<file path="config.mk">
export PLATFORM = sky130hd
export DESIGN_NAME = logic_unit_reduce
export DESIGN_NICKNAME = d
export VERILOG_FILES = /design/src/rtl/logic_unit_reduce.sv
export SDC_FILE = /design/constraint.sdc
export NUM_CORES = 1
export LEC_CHECK = 0
export ABC_AREA = 0
export ABC_CLOCK_PERIOD_IN_PS = 5100
export BUFFER_PORTS_ARGS = -buffer_cell sky130_fd_sc_hd__buf_2
export CELL_PAD_IN_SITES_DETAIL_PLACEMENT = 0
export CELL_PAD_IN_SITES_GLOBAL_PLACEMENT = 1
export CORE_MARGIN = 3
export CORE_UTILIZATION = 43
export DETAILED_ROUTE_END_ITERATION = 8
export MAX_ROUTING_LAYER = met4
export PLACE_DENSITY = 0.85
export RECOVER_POWER = 100
export REMOVE_ABC_BUFFERS = 1
export SYNTH_ARGS = -nofsm -noshare
export SYNTH_HDL_FRONTEND = slang
export SYNTH_SLANG_ARGS = --single-unit
</file>
<file path="constraint.sdc">
create_clock -name clk -period 5.1 [get_ports clk]
set_clock_uncertainty 0.1 [all_clocks]
set_input_delay 0.255 -clock clk [delete_from_list [all_inputs] [get_ports clk]]
set_output_delay 0.255 -clock clk [all_outputs]
set_load 0.01 [all_outputs]
</file>
<file path="src/rtl/logic_unit_reduce.sv">
// Multi-mode serial reduction engine: folds a WIDTH-bit request CHUNK bits per
// cycle into OR/AND/XOR/legacy reductions plus a population count.
module logic_unit_reduce #(
    parameter int WIDTH = 64,
    parameter int CHUNK = 8
) (
    input  logic                         clk,
    input  logic                         rst_n,
    input  logic [WIDTH-1:0]             req_vec,
    input  logic [1:0]                   op,
    input  logic                         valid,
    output logic                         ready,
    input  logic                         flush,
    output logic                         out,
    output logic [$clog2(WIDTH+1)-1:0]   ones_cnt,
    output logic                         done
);
    // state  | meaning
    // IDLE   | waiting for a request, ready high
    // BUSY   | folding chunk idx, ready low, valid ignored
    // DONE   | one-cycle done pulse; may accept the next request directly

    localparam int NCHUNK = WIDTH / CHUNK;
    localparam int CW     = $clog2(WIDTH + 1);
    localparam int IW     = (NCHUNK > 1) ? $clog2(NCHUNK) : 1;

    typedef enum logic [1:0] {
        S_IDLE = 2'd0,
        S_BUSY = 2'd1,
        S_DONE = 2'd2
    } state_t;

    state_t           state, state_nxt;
    logic [WIDTH-1:0] vec_q;
    logic [1:0]       op_q;
    logic [IW-1:0]    idx;
    logic             or_acc, and_acc, xor_acc, or_rest;
    logic [CW-1:0]    cnt_acc;

    logic [CHUNK-1:0] chunk, chunk_rest;
    logic [CW-1:0]    chunk_pop;
    logic             last, accept;
    logic             or_f, and_f, xor_f, rest_f, out_f;
    logic [CW-1:0]    cnt_f;

    assign ready  = (state != S_BUSY);
    assign done   = (state == S_DONE);
    assign accept = valid && ready;
    assign last   = (idx == IW'(NCHUNK - 1));

    always_comb begin
        chunk     = vec_q[idx*CHUNK +: CHUNK];
        // the top vector bit lives in the top bit of the final chunk
        chunk_rest = last ? (chunk & ~(CHUNK'(1) << (CHUNK - 1))) : chunk;
        chunk_pop = '0;
        for (int i = 0; i < CHUNK; i++) begin
            chunk_pop = chunk_pop + CW'(chunk[i]);
        end
        or_f   = or_acc | (|chunk);
        and_f  = and_acc & (&chunk);
        xor_f  = xor_acc ^ (^chunk);
        rest_f = or_rest | (|chunk_rest);
        cnt_f  = cnt_acc + chunk_pop;
        case (op_q)
            2'b00:   out_f = or_f;
            2'b01:   out_f = and_f;
            2'b10:   out_f = xor_f;
            default: out_f = vec_q[WIDTH-1] & rest_f;
        endcase
    end

    always_comb begin
        state_nxt = state;
        case (state)
            S_IDLE: if (valid) state_nxt = S_BUSY;
            S_BUSY: begin
                if (flush)     state_nxt = S_IDLE;
                else if (last) state_nxt = S_DONE;
            end
            S_DONE: state_nxt = valid ? S_BUSY : S_IDLE;
            default: state_nxt = S_IDLE;
        endcase
    end

    always_ff @(posedge clk or negedge rst_n) begin
        if (!rst_n) begin
            state <= S_IDLE;
        end else begin
            state <= state_nxt;
        end
    end

    always_ff @(posedge clk or negedge rst_n) begin
        if (!rst_n) begin
            vec_q    <= '0;
            op_q     <= '0;
            idx      <= '0;
            or_acc   <= 1'b0;
            and_acc  <= 1'b0;
            xor_acc  <= 1'b0;
            or_rest  <= 1'b0;
            cnt_acc  <= '0;
            out      <= 1'b0;
            ones_cnt <= '0;
        end else if (accept) begin
            vec_q   <= req_vec;
            op_q    <= op;
            idx     <= '0;
            or_acc  <= 1'b0;
            and_acc <= 1'b1;
            xor_acc <= 1'b0;
            or_rest <= 1'b0;
            cnt_acc <= '0;
        end else if (state == S_BUSY && !flush) begin
            or_acc  <= or_f;
            and_acc <= and_f;
            xor_acc <= xor_f;
            or_rest <= rest_f;
            cnt_acc <= cnt_f;
            if (last) begin
                out      <= out_f;
                ones_cnt <= cnt_f;
            end else begin
                idx <= idx + IW'(1);
            end
        end
    end

endmodule

</file>
# Yosys cells after proc, flatten, opt, wreduce, memory -nomap -nowiden

Index checks and enable logic that the tools add are counted.

Input port bits: 70
Bits in registers: 90
Word-level logic and storage cells: 69
Output and inout port bits: 10

Shift-type cells: 1
Multiplexer cells: 20
Add/sub/neg operators: 9
Reduce and logical (&&, ||, !) cells: 13
Equality and inequality tests: 9
Bitwise operators: 6

Operators with widths:

| kind                | count |
|---|---|
| $shiftx 64x7->8     | 1 |
| $reduce_or 8->1     | 2 |
| $mux 7              | 2 |
| $mux 1              | 9 |
| $mux 3              | 3 |
| $mux 8              | 1 |
| $reduce_and 8->1    | 1 |
| $reduce_xor 8->1    | 1 |
| $add 6x1->7         | 1 |
| $add 7x1->7         | 1 |
| $add 7x7->7         | 1 |
| $add 5x1->6         | 1 |
| $mux 2              | 3 |
| $pmux 2 s3          | 1 |
| $add 4x1->5         | 1 |
| $add 3x1->4         | 1 |
| $eq 2x1->1 const B  | 2 |
| $eq 2x2->1 const B  | 2 |
| $logic_not 2->1     | 2 |
| $ne 2x1->1 const B  | 2 |
| $reduce_and 2->1    | 2 |
| $add 2x1->3         | 1 |
| $add 3x1->3 const B | 1 |
| $eq 3x3->1 const B  | 1 |
| 12 further kinds    | 15 |

# Depth between registers and ports, before layout

Depth in word-level cells: 11
Depth in mapped cells: 18
Gate-level depth less buffers: 16

# Worst setup path after synthesis

No wires, ideal clock.

Path kind: reg-to-reg
Start: register idx[0]
End: register cnt_acc[4]
Arrival: 4,125 ps
Period minus slack after synthesis: 4,346 ps
Stages on the path, launching flop included: 19
Library setup time: 121 ps
Path slack: 754 ps
Path buffers: 2
Data required time: 4,879 ps
Cells stage by stage: dfrtp_1 -> buf_6 -> buf_6 -> mux4_2 -> mux2i_1 -> fa_1 -> inv_1 -> fa_1 -> inv_1 -> fa_1 -> inv_1 -> fa_1 -> inv_1 -> fa_1 -> nor2b_1 -> o21ai_1 -> nand2_1 -> o21bai_1 -> a22o_1

Word-level cells in the longest chain between the ends: 11

RTL lines:

| element                | line | text |
|---|---|---|
| from (decl)            | 36   | `logic [IW-1:0] idx;` |
| from (signal assigned) | 124  | `idx <= idx + IW'(1);` |
| $shiftx 64x7->8 (*)    | 52   | `chunk = vec_q[idx*CHUNK +: CHUNK];` |
| $add 1x1->2            | 57   | `chunk_pop = chunk_pop + CW'(chunk[i]);` |
| $add 2x1->3            | 57   |  |
| $add 3x1->4            | 57   |  |
| $add 4x1->5            | 57   |  |
| $add 5x1->6            | 57   |  |
| $add 6x1->7            | 57   |  |
| $add 7x1->7 (*)        | 57   |  |
| $add 7x7->7 (*)        | 63   | `cnt_f = cnt_acc + chunk_pop;` |
| $mux 7 (*)             | 114  | `end else if (state == S_BUSY && !flush) begin` |
| $mux 7 (*)             | 105  | `end else if (accept) begin` |
| to (signal assigned)   | 119  | `cnt_acc <= cnt_f;` |
| to (decl)              | 38   | `logic [CW-1:0] cnt_acc;` |

Mark *: on every way between the ends. The rest lies on a longest branch, timed or not. The select of a mux whose other input is x is not followed.
A chain may end at the register's enable or synchronous reset.

# Final worst setup path

Start: register idx[0]
End: register cnt_acc[6]

Same word-level chain as after synthesis.

==> metrics.md <==
| Metric | Value |
|---|---|
| Fin. max-slew vios | 159 |
| Port-buffer cells | 79 |
| Setup bufs post-CTS | 0 |
| Post-Synthesis Mean Instance Area | about 9.7 µm² |
| CTS sink cnt | 90 |
| Worst Path Max Fanout | 12 |
| Hold path cells | 3 |
| Status | finished with violations |
| Post-synth top area share | 0.5043 |
| Clock slew at reported path FFs | 0.09 ns |
| FFs w/ async S/R, synth | 1.000 |
| RSZ-0062 raised after global routing | false |
| Met2 WL | 4431 µm |
| Setup violators final | 0 |
| Synth area leaders | dfrtp_1 50%, nand2_1 18%, mux4_2 7.6%, ha_1 4.5%, fa_1 2.2% |
| #FFs+latches synth | 90 |
| Top FF cell, synth | dfrtp_1 |
| Final hold vios | 0 |
| Fmax | 222.1 MHz |
| Uppermost layer routed | met4 |
| Core footprint | between 0.009 and 0.01 mm² |
| CP Capture Type | register |
| TritonCTS buffer count | 9 |
| Cell Area, Synth | roughly 0.0045 mm² |
| Final instance area | approximately 0.0057 mm² |
| TritonRoute pass-1 iters | 4 |
| Core Util, Final | 0.5757 |
| Post-synth cell types | 44 |
| Chip height | roughly 110 µm |
| Ant diodes | 0 |
| Violated checks | capacitance limit, slew limit |
| CTS tree | built |
| Critical path type | reg2reg |
| Final ANT Viol Nets | 0 |
| Rel. slew slack | -0.4922 |
| # IOs | 80 |
| Cells after Synth | between 400 and 500 |
| Power Dens Cells | 475.4 mW/mm² |
| Worst Hold Class | in2reg |
| Routed wire length | just under 10000 µm |
| Placed Area | 0.004954 mm² |
| Drt wl/cell | 13.19 µm |
| Cts repair resizes | 0 |
| Worst Path Required | ~5.2 ns |
| Routability cong. | 0.8708 |
| Global-route wire length before repair | approximately 17000 µm |
| Synth area leader | dfrtp_1 |
| Share of layout cells above drive strength 1 | 0.1913 |
| Crit path time final | roughly 4.5 ns |
| Met3 WL post-DR | about 350 µm |
| Initial Util | 0.4486 |
| Static Leak | roughly 0.0030 µW |
| Die W | about 110 µm |
| Hpwl dp | 6457 µm |
| Final worst path period share | 0.8830 |
| Detailed Route Iter0 Violations | between 150 and 200 |
| All-Layer GR Usage | 0.1868 |
| Skew-Pair Late Insertion Delay | around 0.36 ns |
| Post-synthesis sequential area ratio | 0.5043 |
| Slew @ Worst Pin | 2.238 ns |
| GRT overflow | 0 |
| CTS Buffer Depth | 2 |
| DRC viols | 0 |
| Row Count | 36 |
| Setup TNS | 0 ns |
| Yosys Warn Count | 0 |
| Vias | approximately 3.5k |
| Post-synth EDFFs | 0 |
| Reg2Reg Depth | 16 |
| Critical Path AT | about 4.6 ns |
| Reg2Reg Setup Slack | between 0.5 and 0.6 ns |
| Initial antenna violation count | 0 |
| Die Area | 0.01164 mm² |
| CTS Root Cell | clkbuf_8 |
| VDD IR max | 0.0003613 V |
| Met1 Wirelength | 4700 µm |
| Maxcap violations | 2 |
| Largest net degree at the start of global routing | 91 |
| H-tree depth | 3 |
| Crit start category | register |
| Area Growth Syn to Fin | 28.33% |
| Vias per cell | approximately 4.8 |
| Vias in the first global route | 3517 |
| # hold bufs at CTS | a little under 60 |
| Final #Nets | around 680 |
==> per-layer routing <==
| metal | vias up | global-route usage |
|---|---|---|
| met1 | 1642 | 0.2559 |
| met4 | 0 | 0.06402 |
| met2 | 85 | 0.2886 |
| li1 | 1736 | - |
| met3 | 15 | 0.02579 |
| met5 | - | - |
==> critical path, stage by stage (launching register included) <==
cell and delay (ns):
dfrtp_1 0.53, buf_4 0.34, mux4_2 0.57, mux2i_4 0.20, inv_1 0.10, fa_1 0.50
inv_1 0.05, fa_1 0.52, inv_1 0.05, fa_1 0.44, inv_1 0.08, fa_1 0.21
nor2b_1 0.05, o21ai_0 0.23, a21oi_1 0.13, xnor2_1 0.17, o21ai_0 0.09
==> where the power goes <==
group,internal (µW),switching (µW)
clock network,276,258
registers,853,90.3
logic,608,638
total,1740,987
==> cell usage after synthesis (2+ instances only) <==
library cell	n
inv_2	5
ha_1	16
mux2i_4	2
dfrtp_1	90
a22o_1	4
a31oi_1	2
buf_1	6
xor2_1	2
nand2_1	217
clkbuf_1	7
o21ai_1	9
buf_6	3
a21oi_1	5
nor2_1	9
mux2i_1	6
nor2b_1	2
nand3_1	3
mux4_2	15
nor2_2	2
o21ai_0	4
nand2_2	2
inv_1	15
fa_1	5
a21o_1	2
buf_2	4
xnor2_1	6
==> stage by stage <==
step                worst slack, ns  instances  power (µW)  hold slack [ns]
floorplan                    0.4458        440        1877          -0.1406
global placement             0.7279        656        2152           0.3454
detailed placement           0.6424        656        2178           0.3475
CTS                          0.6376        729        2757        0.0009413
global route                 0.2526        729        2972          0.01828
finish                       0.5967        729        2725          0.01221
==> cell families after synthesis <==
group	Yosys count	share of synthesized area
AO/OA/AOI/OAI	30	0.04147
XOR/XNOR	9	0.02073
adder cells (fa/ha/maj)	21	0.06725
buffers and inverters	41	0.04147
flip-flops	90	0.5043
multiplexers	26	0.1101
AND/OR/NAND/NOR	244	0.2146
==> flip-flops by register name, summed over array words and instances (netlist names), 2 cells and up <==
signal / cells
ones_cnt: 7
state: 2
op_q: 2
idx: 3
cnt_acc: 7
vec_q: 64
==> final timing paths <==
path	to	startpoint
max in group asynchronous	and_acc$_DFFE_PN0P_	rst_n
hold reg to reg	vec_q[49]$_DFFE_PN0P_	vec_q[49]$_DFFE_PN0P_
hold / removal	vec_q[7]$_DFFE_PN0P_	req_vec[7]
setup / recovery	cnt_acc[6]$_DFFE_PN0P_	idx[0]$_DFFE_PN0P_
min in group asynchronous	vec_q[46]$_DFFE_PN0P_	rst_n
setup reg to reg	cnt_acc[6]$_DFFE_PN0P_	idx[0]$_DFFE_PN0P_
==> layout make-up <==
type,instances,area [µm²]
timing repair buffer,141,993.5
clock inverter,6,90.09
clock buffer,9,123.9
tap,133,166.4
inverter,20,75.07
multi-input combinational,330,2029
sequential,90,2252
fill,905,4224
==> cells in the final DEF, fill, tap and decap left out, types with 3 or more instances in the layout <==
| cell type | count |
|---|---|
| mux4_2 | 15 |
| nand2_1 | 217 |
| a21oi_1 | 5 |
| nor2_1 | 9 |
| a22o_1 | 4 |
| buf_4 | 4 |
| o21ai_1 | 4 |
| clkbuf_1 | 10 |
| dfrtp_1 | 90 |
| nand3_1 | 3 |
| fa_1 | 5 |
| dlygate4sd3_1 | 58 |
| buf_2 | 68 |
| clkbuf_8 | 9 |
| inv_1 | 16 |
| mux2i_1 | 6 |
| xnor2_1 | 6 |
| inv_2 | 4 |
| o21ai_0 | 9 |
| ha_1 | 16 |
(Power assumes the default switching activity.)
